===== src/rtl/uart_cmd_parser_pkg.sv =====
// Shared constants and FSM encoding for the UART command-frame parser.
package uart_cmd_pkg;

    localparam logic [7:0] SYNC_BYTE = 8'hA5;
    localparam logic [7:0] CMD_WRITE = 8'h01;
    localparam logic [7:0] CMD_READ  = 8'h02;
    localparam logic [7:0] ACK_BYTE  = 8'h06;
    localparam logic [7:0] NAK_BYTE  = 8'h15;

    typedef enum logic [2:0] {
        ST_SYNC,
        ST_CMD,
        ST_ADDR,
        ST_DATA,
        ST_CSUM,
        ST_EXEC,
        ST_RESP0,
        ST_RESP1
    } parser_state_t;

endpackage


===== src/rtl/uart_cmd_parser_if.sv =====
// Bundle of the uart RX/TX FIFO handshakes and the simple register bus.
interface uart_cmd_parser_if;

    logic       rx_available;
    logic [7:0] rx_data;
    logic       rx_data_ack;
    logic       tx_free;
    logic [7:0] tx_data;
    logic       tx_data_valid;
    logic [7:0] reg_addr;
    logic [7:0] reg_wr_data;
    logic       reg_wr_en;
    logic       reg_rd_en;
    logic [7:0] reg_rd_data;

    modport master (
        input  rx_available, rx_data, tx_free, reg_rd_data,
        output rx_data_ack, tx_data, tx_data_valid,
        output reg_addr, reg_wr_data, reg_wr_en, reg_rd_en
    );

    modport slave (
        output rx_available, rx_data, tx_free, reg_rd_data,
        input  rx_data_ack, tx_data, tx_data_valid,
        input  reg_addr, reg_wr_data, reg_wr_en, reg_rd_en
    );

endinterface


===== src/rtl/uart_cmd_parser_byte_reader.sv =====
// Pops bytes from the uart RX FIFO, leaving a gap cycle after each pop so the
// FIFO's lagging data register has caught up before the next byte is taken.
module uart_byte_reader (
    input  logic       clk_main,
    input  logic       reset,
    input  logic       enable_i,
    input  logic       rx_available_i,
    input  logic [7:0] rx_data_i,
    output logic       rx_data_ack_o,
    output logic       byte_valid_o,
    output logic [7:0] byte_data_o
);

    logic gap_q;
    logic ack_d;

    assign ack_d = enable_i && rx_available_i && !gap_q && !reset;

    always_ff @(posedge clk_main) begin
        if (reset) begin
            gap_q <= 1'b0;
        end else begin
            gap_q <= ack_d;
        end
    end

    assign rx_data_ack_o = ack_d;
    assign byte_valid_o  = ack_d;
    assign byte_data_o   = rx_data_i;

endmodule


===== src/rtl/uart_cmd_parser.sv =====
// Framed register read/write command parser between the uart RX and TX FIFOs.
// Frames: A5, CMD, ADDR, [DATA], CSUM; replies ACK (+read data) or NAK.
module uart_cmd_parser
    import uart_cmd_pkg::*;
#(
    parameter int TIMEOUT_CYCLES = 120000
) (
    input  logic              clk_main,
    input  logic              reset,
    uart_cmd_parser_if.master bus,
    output logic              busy,
    output logic              frame_err
);

    localparam logic [19:0] TMO_LAST = 20'(TIMEOUT_CYCLES - 1);

    parser_state_t state_q;
    logic [7:0]    cmd_q, addr_q, data_q, csum_q, rd_data_q, tx_data_q;
    logic          good_q, wr_en_q, rd_en_q, frame_err_q, tx_pend_q;
    logic [19:0]   tmo_cnt_q;

    logic          rx_en, in_frame, byte_valid;
    logic [7:0]    byte_data;

    assign in_frame = state_q inside {ST_CMD, ST_ADDR, ST_DATA, ST_CSUM};
    assign rx_en    = in_frame || (state_q == ST_SYNC);

    uart_byte_reader u_reader (
        .clk_main       (clk_main),
        .reset          (reset),
        .enable_i       (rx_en),
        .rx_available_i (bus.rx_available),
        .rx_data_i      (bus.rx_data),
        .rx_data_ack_o  (bus.rx_data_ack),
        .byte_valid_o   (byte_valid),
        .byte_data_o    (byte_data)
    );

    always_ff @(posedge clk_main) begin
        if (reset) begin
            state_q     <= ST_SYNC;
            cmd_q       <= '0;
            addr_q      <= '0;
            data_q      <= '0;
            csum_q      <= '0;
            rd_data_q   <= '0;
            tx_data_q   <= '0;
            good_q      <= 1'b0;
            wr_en_q     <= 1'b0;
            rd_en_q     <= 1'b0;
            frame_err_q <= 1'b0;
            tx_pend_q   <= 1'b0;
            tmo_cnt_q   <= '0;
        end else begin
            wr_en_q     <= 1'b0;
            rd_en_q     <= 1'b0;
            frame_err_q <= 1'b0;
            tmo_cnt_q   <= (in_frame && !byte_valid) ? tmo_cnt_q + 20'd1 : '0;

            // A stalled frame is abandoned silently: error pulse, no reply, no bus access.
            if (in_frame && !byte_valid && tmo_cnt_q == TMO_LAST) begin
                frame_err_q <= 1'b1;
                tmo_cnt_q   <= '0;
                state_q     <= ST_SYNC;
            end else begin
                case (state_q)
                    ST_SYNC: begin
                        if (byte_valid && byte_data == SYNC_BYTE) begin
                            state_q <= ST_CMD;
                        end
                    end
                    ST_CMD: begin
                        if (byte_valid) begin
                            cmd_q   <= byte_data;
                            csum_q  <= byte_data;
                            state_q <= ST_ADDR;
                        end
                    end
                    ST_ADDR: begin
                        if (byte_valid) begin
                            addr_q  <= byte_data;
                            csum_q  <= csum_q ^ byte_data;
                            state_q <= (cmd_q == CMD_WRITE) ? ST_DATA : ST_CSUM;
                        end
                    end
                    ST_DATA: begin
                        if (byte_valid) begin
                            data_q  <= byte_data;
                            csum_q  <= csum_q ^ byte_data;
                            state_q <= ST_CSUM;
                        end
                    end
                    ST_CSUM: begin
                        if (byte_valid) begin
                            state_q <= ST_EXEC;
                            if ((cmd_q == CMD_WRITE || cmd_q == CMD_READ) && byte_data == csum_q) begin
                                good_q  <= 1'b1;
                                wr_en_q <= (cmd_q == CMD_WRITE);
                                rd_en_q <= (cmd_q == CMD_READ);
                            end else begin
                                good_q      <= 1'b0;
                                frame_err_q <= 1'b1;
                            end
                        end
                    end
                    // Reads linger one extra cycle so reg_rd_data is captured when valid.
                    ST_EXEC: begin
                        if (!rd_en_q) begin
                            if (good_q && cmd_q == CMD_READ) begin
                                rd_data_q <= bus.reg_rd_data;
                            end
                            tx_data_q <= good_q ? ACK_BYTE : NAK_BYTE;
                            state_q   <= ST_RESP0;
                        end
                    end
                    ST_RESP0, ST_RESP1: begin
                        if (!tx_pend_q) begin
                            tx_pend_q <= 1'b1;
                        end else if (bus.tx_free) begin
                            tx_pend_q <= 1'b0;
                            if (state_q == ST_RESP0 && good_q && cmd_q == CMD_READ) begin
                                tx_data_q <= rd_data_q;
                                state_q   <= ST_RESP1;
                            end else begin
                                state_q <= ST_SYNC;
                            end
                        end
                    end
                    default: state_q <= ST_SYNC;
                endcase
            end
        end
    end

    assign bus.reg_addr      = addr_q;
    assign bus.reg_wr_data   = data_q;
    assign bus.reg_wr_en     = wr_en_q;
    assign bus.reg_rd_en     = rd_en_q;
    assign bus.tx_data       = tx_data_q;
    assign bus.tx_data_valid = tx_pend_q && bus.tx_free;
    assign busy              = (state_q != ST_SYNC);
    assign frame_err         = frame_err_q;

endmodule


===== src/flat_wrapper.sv =====
// flat-port wrapper written by rule: the top's interface ports become plain ports
module uart_cmd_parser_flat import uart_cmd_pkg::*;
#(
    parameter int TIMEOUT_CYCLES = 120000
)
  (clk_main, reset, busy, frame_err, bus_rx_available, bus_rx_data, bus_tx_free, bus_reg_rd_data, bus_rx_data_ack, bus_tx_data, bus_tx_data_valid, bus_reg_addr, bus_reg_wr_data, bus_reg_wr_en, bus_reg_rd_en);
  uart_cmd_parser_if bus_i ();
  input  logic clk_main;
  input  logic reset;
  output logic busy;
  output logic frame_err;
  input wire logic [$bits(bus_i.rx_available)-1:0] bus_rx_available;
  input wire logic [$bits(bus_i.rx_data)-1:0] bus_rx_data;
  input wire logic [$bits(bus_i.tx_free)-1:0] bus_tx_free;
  input wire logic [$bits(bus_i.reg_rd_data)-1:0] bus_reg_rd_data;
  output wire logic [$bits(bus_i.rx_data_ack)-1:0] bus_rx_data_ack;
  output wire logic [$bits(bus_i.tx_data)-1:0] bus_tx_data;
  output wire logic [$bits(bus_i.tx_data_valid)-1:0] bus_tx_data_valid;
  output wire logic [$bits(bus_i.reg_addr)-1:0] bus_reg_addr;
  output wire logic [$bits(bus_i.reg_wr_data)-1:0] bus_reg_wr_data;
  output wire logic [$bits(bus_i.reg_wr_en)-1:0] bus_reg_wr_en;
  output wire logic [$bits(bus_i.reg_rd_en)-1:0] bus_reg_rd_en;
  assign bus_i.rx_available = bus_rx_available;
  assign bus_i.rx_data = bus_rx_data;
  assign bus_i.tx_free = bus_tx_free;
  assign bus_i.reg_rd_data = bus_reg_rd_data;
  assign bus_rx_data_ack = bus_i.rx_data_ack;
  assign bus_tx_data = bus_i.tx_data;
  assign bus_tx_data_valid = bus_i.tx_data_valid;
  assign bus_reg_addr = bus_i.reg_addr;
  assign bus_reg_wr_data = bus_i.reg_wr_data;
  assign bus_reg_wr_en = bus_i.reg_wr_en;
  assign bus_reg_rd_en = bus_i.reg_rd_en;
  uart_cmd_parser #(.TIMEOUT_CYCLES(TIMEOUT_CYCLES)) u_core (.clk_main(clk_main), .reset(reset), .bus(bus_i), .busy(busy), .frame_err(frame_err));
endmodule

===== config.mk =====
export PLATFORM = sky130hd
export DESIGN_NAME = uart_cmd_parser_flat
export DESIGN_NICKNAME = d
export VERILOG_FILES = /design/src/rtl/uart_cmd_parser_pkg.sv /design/src/rtl/uart_cmd_parser_if.sv /design/src/rtl/uart_cmd_parser_byte_reader.sv /design/src/rtl/uart_cmd_parser.sv /design/src/flat_wrapper.sv
export SDC_FILE = /design/constraint.sdc
export NUM_CORES = 1
export LEC_CHECK = 0
export BUFFER_PORTS_ARGS = -buffer_cell sky130_fd_sc_hd__buf_4
export CAP_MARGIN = 10
export CORE_ASPECT_RATIO = 1.1
export CORE_MARGIN = 1
export CORE_UTILIZATION = 55
export CTS_BUF_LIST = sky130_fd_sc_hd__clkbuf_4 sky130_fd_sc_hd__clkbuf_8 sky130_fd_sc_hd__clkbuf_16
export DETAILED_ROUTE_END_ITERATION = 7
export GPL_ROUTABILITY_DRIVEN = 0
export PLACE_DENSITY = 0.77
export SLEW_MARGIN = 20
export SYNTH_ARGS = -nofsm -noshare
export SYNTH_HDL_FRONTEND = slang
export SYNTH_SLANG_ARGS = --single-unit

===== constraint.sdc =====
create_clock -name clk_main -period 2.4 [get_ports clk_main]
set_clock_uncertainty 0.2 [all_clocks]
set_input_delay 0.36 -clock clk_main [delete_from_list [all_inputs] [get_ports clk_main]]
set_output_delay 0.36 -clock clk_main [all_outputs]
set_load 0.01 [all_outputs]

==> results.cfg, run 1 <==
[setup_path]
path_max_fanout = 20
slowest_stage = or4_1
path_cells = ha_1 -> and4_1 -> nand3_1 -> nor4_1 -> buf_4 -> or4_1 -> buf_12 -> nor2_1
cp.arrival_ns = 2.23
cp-end-kind = flop
crit_buf_inv = 2
criticalPathCategory = reg2reg
reg2reg_depth = 8
rr_startpoint = u_core.tmo_cnt_q[0]
path_delay_family = simple AND/OR/NAND/NOR gates
r2r_end = u_core.tmo_cnt_q[19]
r2r_slack_ns = 0.24
startpoint_type = flop
worstPathRequired_ns = 2.47
cp_slowest_stage_delay_ns = 0.52

[detailed_routing]
drc = 0
vias = 2939
viasPerCell = 5.545
totalWireLength_um = 7375
routedWlPerCell_um = 13.92
drt_iter0_markers = 126
ant_nets = 0
dr.pass1.iters = 5

[clocking]
cts_tree = yes
cts_made_buffers = 9
clk_latency_ns = 0.34
postCtsSetupBuffers = 0
ctsRootBufferMaster = clkbuf_8
hold_buffers = 0
cts_resized = 0
clk_pin_slew_ns = 0.08
h-tree-depth = 3
cts_buffer_depth = 2
cts_sinks = 77

[global_routing]
grt_pass1_vias = 2815
grt_use_total = 0.2405
grt_max_degree = 54
top_usage_layer = met2
grtUsageMet1 = 0.2902
grt-ovfl-total = 0
antenna_found_initial = 0
grt_use_met3 = 0.04194
groute.layer.met2.usage = 0.4256
grt_pass1_wl_um = 12600

[pwr]
pwr-share-clk = 0.486
p_sw_frac = 0.1900
internal_power_mw = 2.146
power_frac_seq = 0.482
p_leak_nw = 1.583
p_comb_frac = 0.032
vdd_drop_max_mv = 0.3858
power.density_nw_per_um2 = 633.9
power_switching_uw = 503.3

[timing]
rsz0062_at_grt = no
slew_headroom = 0.6396
fmax_ghz = 0.4631
setup_viol = 0
final-hold-violation-count = 0
post-route-min-period_ns = 2.159
finalSetupTns_ns = 0
worst_pin_slew_ns = 0.5391
final_max_slew_viol_count = 0
fin_crit_sh = 0.8997

[floorplan]
fp.dieW_um = 77.43
design.core.area_um2 = 5914
pin_count = 50
die_h_um = 84.97
rows = 29
start_util = 0.5820
dieArea_um2 = 6579

[min_path]
min_path_cells = 3
min_to = u_core.rd_data_q[6]
hp-class = in2reg
worstHoldStart = bus_reg_rd_data[6]

[synthesis]
synthCells = 396
synth.most_common_cell = dfxtp_1
synth-edff-count = 0
synth_top_cell_by_area = dfxtp_1
netlist_top_cells_area = dfxtp_1 (45%), mux2i_1 (7.6%), nor2_1 (7.0%)
avgSynthCellArea_um2 = 8.692
yosysWarnings = 0
synthFlopType = dfxtp_1
syn-num-nets = 417
ys_async_sr_fraction = 0
seq_area_frac_synth = 0.4478
synth_top_area_frac = 0.4478
synth_seq_cells = 77
synth_cell_types = 45
synthTopCellsByCount = dfxtp_1 (77), nor2_1 (64), nand2_1 (41), a21oi_1 (28), mux2i_1 (26)
syn_area_um2 = 3442

[layout]
area_growth_syn_to_layout_pct = 21.41
layout-drive-gt1-share = 0.1876
fin_nets = 469
final_cells = 530
n_antenna_cell = 0

[place]
numPlacedInstances = 514
hpwl_um = 5117
portBuffers = 49

[outcome]
outcome = completed

[flow_run]
max_cap_violations = 0
cell families after synthesis:
logic type               share of synthesized area
flip-flops                                  0.4478
buffers and inverters                      0.03344
adder cells (fa/ha/maj)                   0.003634
multiplexers                               0.07561
XOR/XNOR                                   0.07125
AO/OA/AOI/OAI                               0.1123
AND/OR/NAND/NOR                             0.2559
state kept, by name, indices dropped and copies added, names as in the netlist, 3 cells and up:
register and flops:
u_core.bus.reg_addr 8, u_core.state_q 3, u_core.bus.tx_data 8, u_core.tmo_cnt_q 20
u_core.bus.reg_wr_data 8, u_core.csum_q 8, u_core.rd_data_q 8, u_core.cmd_q 8
worst register-to-register path, stage by stage, from the launching register on:
cell and delay [ns]:
dfxtp_1 0.34, ha_1 0.24, and4_1 0.21, nand3_1 0.09
nor4_1 0.07, buf_4 0.14, or4_1 0.52, buf_12 0.19
nor2_1 0.10
power groups by stage:
stage,clock (mW),sequential [mW],combinational [mW]
finish,1.29,1.28,0.0842
global route,1.35,1.28,0.0916
CTS,1.30,1.28,0.0845
detailed placement,0,1.31,0.0844
global placement,0,1.31,0.0842
floorplan,0,1.31,0.0365
cells in the final DEF (no fill, tap or decap), types with 3 or more instances in the layout:
cell and n:
dfxtp_1 77, nor2_1 64, buf_4 61, nand2_1 41, a21oi_1 28, mux2i_1 26
nand3_1 23, xnor2_1 21, o21ai_0 10, o211ai_1 9, clkbuf_8 9, nand2b_1 7
xor2_1 7, a211oi_1 6, nand4_1 6, nor3_1 4, bufinv_16 4, inv_1 3
nor2b_1 3, nor4_1 3, and3_1 3, clkbuf_4 3
metal layers:
| metal | vias up | wire (µm) | part of all wire |
|---|---|---|---|
| li1 | 1479 | - | - |
| met1 | 1381 | 3263 | 0.44 |
| met2 | 69 | 3693 | 0.50 |
| met3 | 10 | 313 | 0.042 |
| met4 | 0 | 104 | 0.014 |
| met5 | - | 0 | 0 |
cell type report:
type	count	area, µm²
Multi-Input combinational cell	295	1785
Fill cell	492	1735
Sequential cell	77	1541
Timing Repair Buffer	62	478.0
Clock buffer	12	146.4
Clock inverter	4	120.1
Tap cell	77	96.34
Inverter	3	11.26
worst max path at each step:
stage | cells past startpoint | end | start
after floorplan | 8 | u_core.tmo_cnt_q[11] | u_core.tmo_cnt_q[0]
after global placement | 5 | u_core.bus.reg_rd_en | reset
after detailed placement | 5 | u_core.bus.reg_rd_en | reset
after CTS | 8 | u_core.tmo_cnt_q[13] | u_core.tmo_cnt_q[0]
after global routing | 6 | u_core.bus.tx_data[0] | u_core.state_q[1]
final | 8 | u_core.tmo_cnt_q[19] | u_core.tmo_cnt_q[0]
per-stage QoR:
stage	util	hold WS, ns	power [mW]	cell area [µm²]	setup WS [ns]
after floorplan	-	0.2260	1.345	3442	0.3371
after global placement	0.6615	0.2357	1.392	3913	0.2665
after detailed placement	0.6615	0.2551	1.393	3913	0.2407
after CTS	0.7066	0.04423	2.664	4179	0.2386
after global routing	0.7066	0.04958	2.722	4179	0.04743
final	0.7066	0.04925	2.649	4179	0.2408
Note: power is estimated with default switching activity, not from simulation.
==> run 2: changes to the inputs <==
clock period = 2.3 ns   (was 2.4 ns; I/O delays follow)
==> results.cfg, run 2 (synthesized netlist as in run 1, its figures left out) <==
[floorplan]
dieArea_um2 = 6579
start_util = 0.5820
rows = 29
design.core.area_um2 = 5914
pin_count = 50
fp.dieW_um = 77.43
die_h_um = 84.97

[setup_path]
criticalPathCategory = reg2reg
startpoint_type = flop
worstPathRequired_ns = 2.38
path_max_fanout = 10
cp.arrival_ns = 2.19
r2r_slack_ns = 0.19
cp-end-kind = flop

[global_routing]
grt_pass1_wl_um = 12770
groute.layer.met2.usage = 0.4248
grt_pass1_vias = 2833
grt-ovfl-total = 0
antenna_found_initial = 0
grt_use_met3 = 0.05591
grt_use_total = 0.2455
top_usage_layer = met2
grtUsageMet1 = 0.2972
grt_max_degree = 53

[layout]
final_cells = 533
largest_reg_flops = 20
top_register = u_core.tmo_cnt_q
fin_nets = 472
layout-drive-gt1-share = 0.1930
area_growth_syn_to_layout_pct = 20.72
fill_cells = 473
layout_common_cells = dfxtp_1 (77), buf_4 (65), nor2_1 (64)
layout_commonest_cell = dfxtp_1
n_antenna_cell = 0

[flow_run]
max_cap_violations = 0

[timing]
finalSetupTns_ns = 0
post-route-min-period_ns = 2.106
final_max_slew_viol_count = 0
setup_viol = 0
slew_headroom = 0.6392
final-hold-violation-count = 0
fin_crit_sh = 0.9156
worst_pin_slew_ns = 0.5412
setup_ws_ns = 0.1942
rsz0062_at_grt = no
fmax_ghz = 0.4749

[pwr]
vdd_drop_max_mv = 0.4993
power.density_nw_per_um2 = 624.9
pwr-share-clk = 0.452
p_sw_frac = 0.2128
p_leak_nw = 1.572
internal_power_mw = 2.044
p_total_mw = 2.597
power_frac_seq = 0.514
power_switching_uw = 552.5
p_comb_frac = 0.035

[outcome]
outcome = completed

[clocking]
h-tree-depth = 3
postCtsSetupBuffers = 0
hold_buffers = 0
cts_buffer_depth = 2
clk_latency_ns = 0.35
cts_tree = yes
cts_sinks = 77
cts_made_buffers = 9
cts_resized = 0
ctsRootBufferMaster = clkbuf_8
clk_pin_slew_ns = 0.08

[detailed_routing]
routedWlPerCell_um = 14.11
drc = 0
viasPerCell = 5.529
drt_iter0_markers = 100
ant_nets = 0
vias = 2947
totalWireLength_um = 7518
dr.pass1.iters = 4

[place]
hpwl_um = 5209
portBuffers = 49
place_ws_ns = 0.1995
numPlacedInstances = 517

[min_path]
hp-class = in2reg
[run 2: changes by cell type in the layout (fill, tap and decap cells not counted)]
cell        change
clkbuf_8        +2
inv_6           +1
clkinv_2        +1
buf_12          -1
clkinvlp_4      +1
buf_4           +4
bufinv_16       -2
clkbuf_4        -3
[run 2: area by class of cell]
cell class                 instances  area (µm²)  share of cell area
tap                               77       96.34             0.02319
inverter                           3       11.26            0.002710
sequential                        77        1541              0.3710
clock buffer                      11       151.4             0.03643
multi-input combinational        295        1785              0.4297
timing repair buffer              65       488.0              0.1174
clock inverter                     5       81.33             0.01957
[run 2: critical path: stages (launching register included)]
cell and delay [ns]:
dfxtp_1 0.34, ha_1 0.24, and4_1 0.21, nand3_1 0.08, nor4_1 0.05, buf_4 0.13, or4_1 0.48, buf_4 0.19
nor2_1 0.11
[run 2: power by group through the flow]
stage	combinational [mW]	clock [mW]	sequential, mW
4_1_cts	0.0908	1.20	1.33
5_1_grt	0.0972	1.25	1.33
3_5_place_dp	0.0902	0	1.37
3_3_place_gp	0.0895	0	1.37
6_report	0.0901	1.17	1.33
2_1_floorplan	0.0381	0	1.36
[run 2: path summary, 6_finish.rpt]
check	startpoint	to	depth (start not counted)
max	u_core.tmo_cnt_q[0]	u_core.tmo_cnt_q[18]	8
min	bus_reg_rd_data[4]	u_core.rd_data_q[4]	3
max reg2reg	u_core.tmo_cnt_q[0]	u_core.tmo_cnt_q[18]	8
min reg2reg	u_core.tmo_cnt_q[0]	u_core.tmo_cnt_q[0]	1
[run 2: stage by stage]
stage               hold WS (ns)    util  area (µm²)
global route             0.02132  0.7026        4155
CTS                     0.006576  0.7026        4155
floorplan                 0.2260       -        3442
finish                   0.02788  0.7026        4155
detailed placement        0.2497  0.6632        3923
global placement          0.2372  0.6632        3923
[run 2: per-layer routing]
metal,wire (µm),vias up,share of wire
met1,3361,1387,0.45
met2,3748,64,0.50
met4,113,0,0.015
met3,295,10,0.039
li1,-,1486,-
met5,0,-,0
==> run 3: changes to the inputs <==
CORE_ASPECT_RATIO = 1.2   (was 1.1)
CORE_UTILIZATION = 56   (was 55)
CTS_CLUSTER_SIZE = 8   (was not set)
PLACE_DENSITY = 0.78   (was 0.77)
==> results.cfg, run 3 (synthesized netlist as in run 1, its figures left out) <==
[global_routing]
grt_max_degree = 53
grt_use_total = 0.2410
grt_pass1_wl_um = 11900
grt_pass1_vias = 2649
grt-ovfl-total = 0
antenna_found_initial = 0

[outcome]
outcome = completed

[clocking]
h-tree-depth = 3
cts_made_buffers = 9
clk_pin_slew_ns = 0.08
cts_tree = yes
cts_sinks = 77
cts_resized = 0
postCtsSetupBuffers = 0
ctsRootBufferMaster = clkbuf_8
clk_latency_ns = 0.35
hold_buffers = 0
cts_buffer_depth = 2

[timing]
rsz0062_at_grt = no
fin_crit_sh = 0.9270
setup_ws_ns = 0.1679
worst_pin_slew_ns = 0.5312
final-hold-violation-count = 0
final_max_slew_viol_count = 0
post-route-min-period_ns = 2.132
finalSetupTns_ns = 0
fmax_ghz = 0.4690
setup_viol = 0
slew_headroom = 0.6459
hold_slack_ns = 0.02321

[place]
numPlacedInstances = 519
place_ws_ns = 0.1953
hpwl_um = 5066
dpl_cell_area_um2 = 3931
portBuffers = 49

[detailed_routing]
ant_nets = 0
drc = 0
totalWireLength_um = 7324
vias = 2902
viasPerCell = 5.424
dr.pass1.iters = 4
drt_iter0_markers = 122
routedWlPerCell_um = 13.69

[layout]
largest_reg_flops = 20
fin_nets = 471
layout_commonest_cell = dfxtp_1
area_growth_syn_to_layout_pct = 20.03
final_cells = 535
layout-drive-gt1-share = 0.1912
final_core_util = 0.7147
n_antenna_cell = 0
top_register = u_core.tmo_cnt_q
layout_common_cells = dfxtp_1 (77), nor2_1 (64), buf_4 (63)
post-route-cell-area_um2 = 4131

[pwr]
power_switching_uw = 549.4
p_total_mw = 2.448
p_sw_frac = 0.2244
power.density_nw_per_um2 = 592.6
vdd_drop_max_mv = 0.4327
power_frac_seq = 0.545
p_leak_nw = 1.551
pwr-share-clk = 0.419
p_comb_frac = 0.037
internal_power_mw = 1.899

[floorplan]
die_h_um = 87.88
pin_count = 50
dieArea_um2 = 6465
design.core.area_um2 = 5781
fp.dieW_um = 73.57
start_util = 0.5955
rows = 30

[setup_path]
r2r_slack_ns = 0.17
worstPathRequired_ns = 2.39
cp-end-kind = flop
startpoint_type = flop
criticalPathCategory = reg2reg
cp.arrival_ns = 2.22
path_max_fanout = 20

[min_path]
hp-class = in2reg

[flow_run]
max_cap_violations = 0
## run 3: path summary, 6_finish.rpt
| kind | from | to | cells after the start |
|---|---|---|---|
| worst max-delay path | u_core.tmo_cnt_q[0] | u_core.tmo_cnt_q[18] | 8 |
| worst min-delay path | bus_reg_rd_data[7] | u_core.rd_data_q[7] | 3 |
| worst max register to register | u_core.tmo_cnt_q[0] | u_core.tmo_cnt_q[18] | 8 |
| worst min register to register | u_core.tmo_cnt_q[0] | u_core.tmo_cnt_q[0] | 1 |
## run 3: power groups by stage
| stage | Combinational, mW | Clock, mW | Sequential [mW] |
|---|---|---|---|
| 4_1_cts | 0.0901 | 1.04 | 1.33 |
| 2_1_floorplan | 0.0381 | 0 | 1.36 |
| 5_1_grt | 0.0968 | 1.09 | 1.33 |
| 6_report | 0.0898 | 1.03 | 1.33 |
| 3_3_place_gp | 0.0896 | 0 | 1.37 |
| 3_5_place_dp | 0.0895 | 0 | 1.37 |
## run 3: critical path: stages, from the launching register on
cell	delay, ns
dfxtp_1	0.34
ha_1	0.23
and4_1	0.22
nand3_1	0.08
nor4_1	0.06
buf_4	0.13
or4_1	0.52
buf_12	0.18
nor2_1	0.10
## run 3: area by class of cell
type / count / area, µm²
well taps: 80 / 100.1
inverters: 3 / 11.26
clock inverters: 5 / 61.31
multi-input cells: 295 / 1785
clock buffers: 11 / 138.9
repair buffers: 64 / 493.0
flip-flops and latches: 77 / 1541
fillers: 500 / 1649
## run 3: routing by layer
| metal | track usage | vias up | share of wire | wire length, µm |
|---|---|---|---|---|
| met5 | 0 | - | 0 | 0 |
| met4 | 0.1329 | 0 | 0.024 | 176 |
| met3 | 0.04028 | 18 | 0.046 | 335 |
| met2 | 0.4279 | 82 | 0.50 | 3679 |
| met1 | 0.2717 | 1321 | 0.43 | 3133 |
| li1 | - | 1481 | - | - |
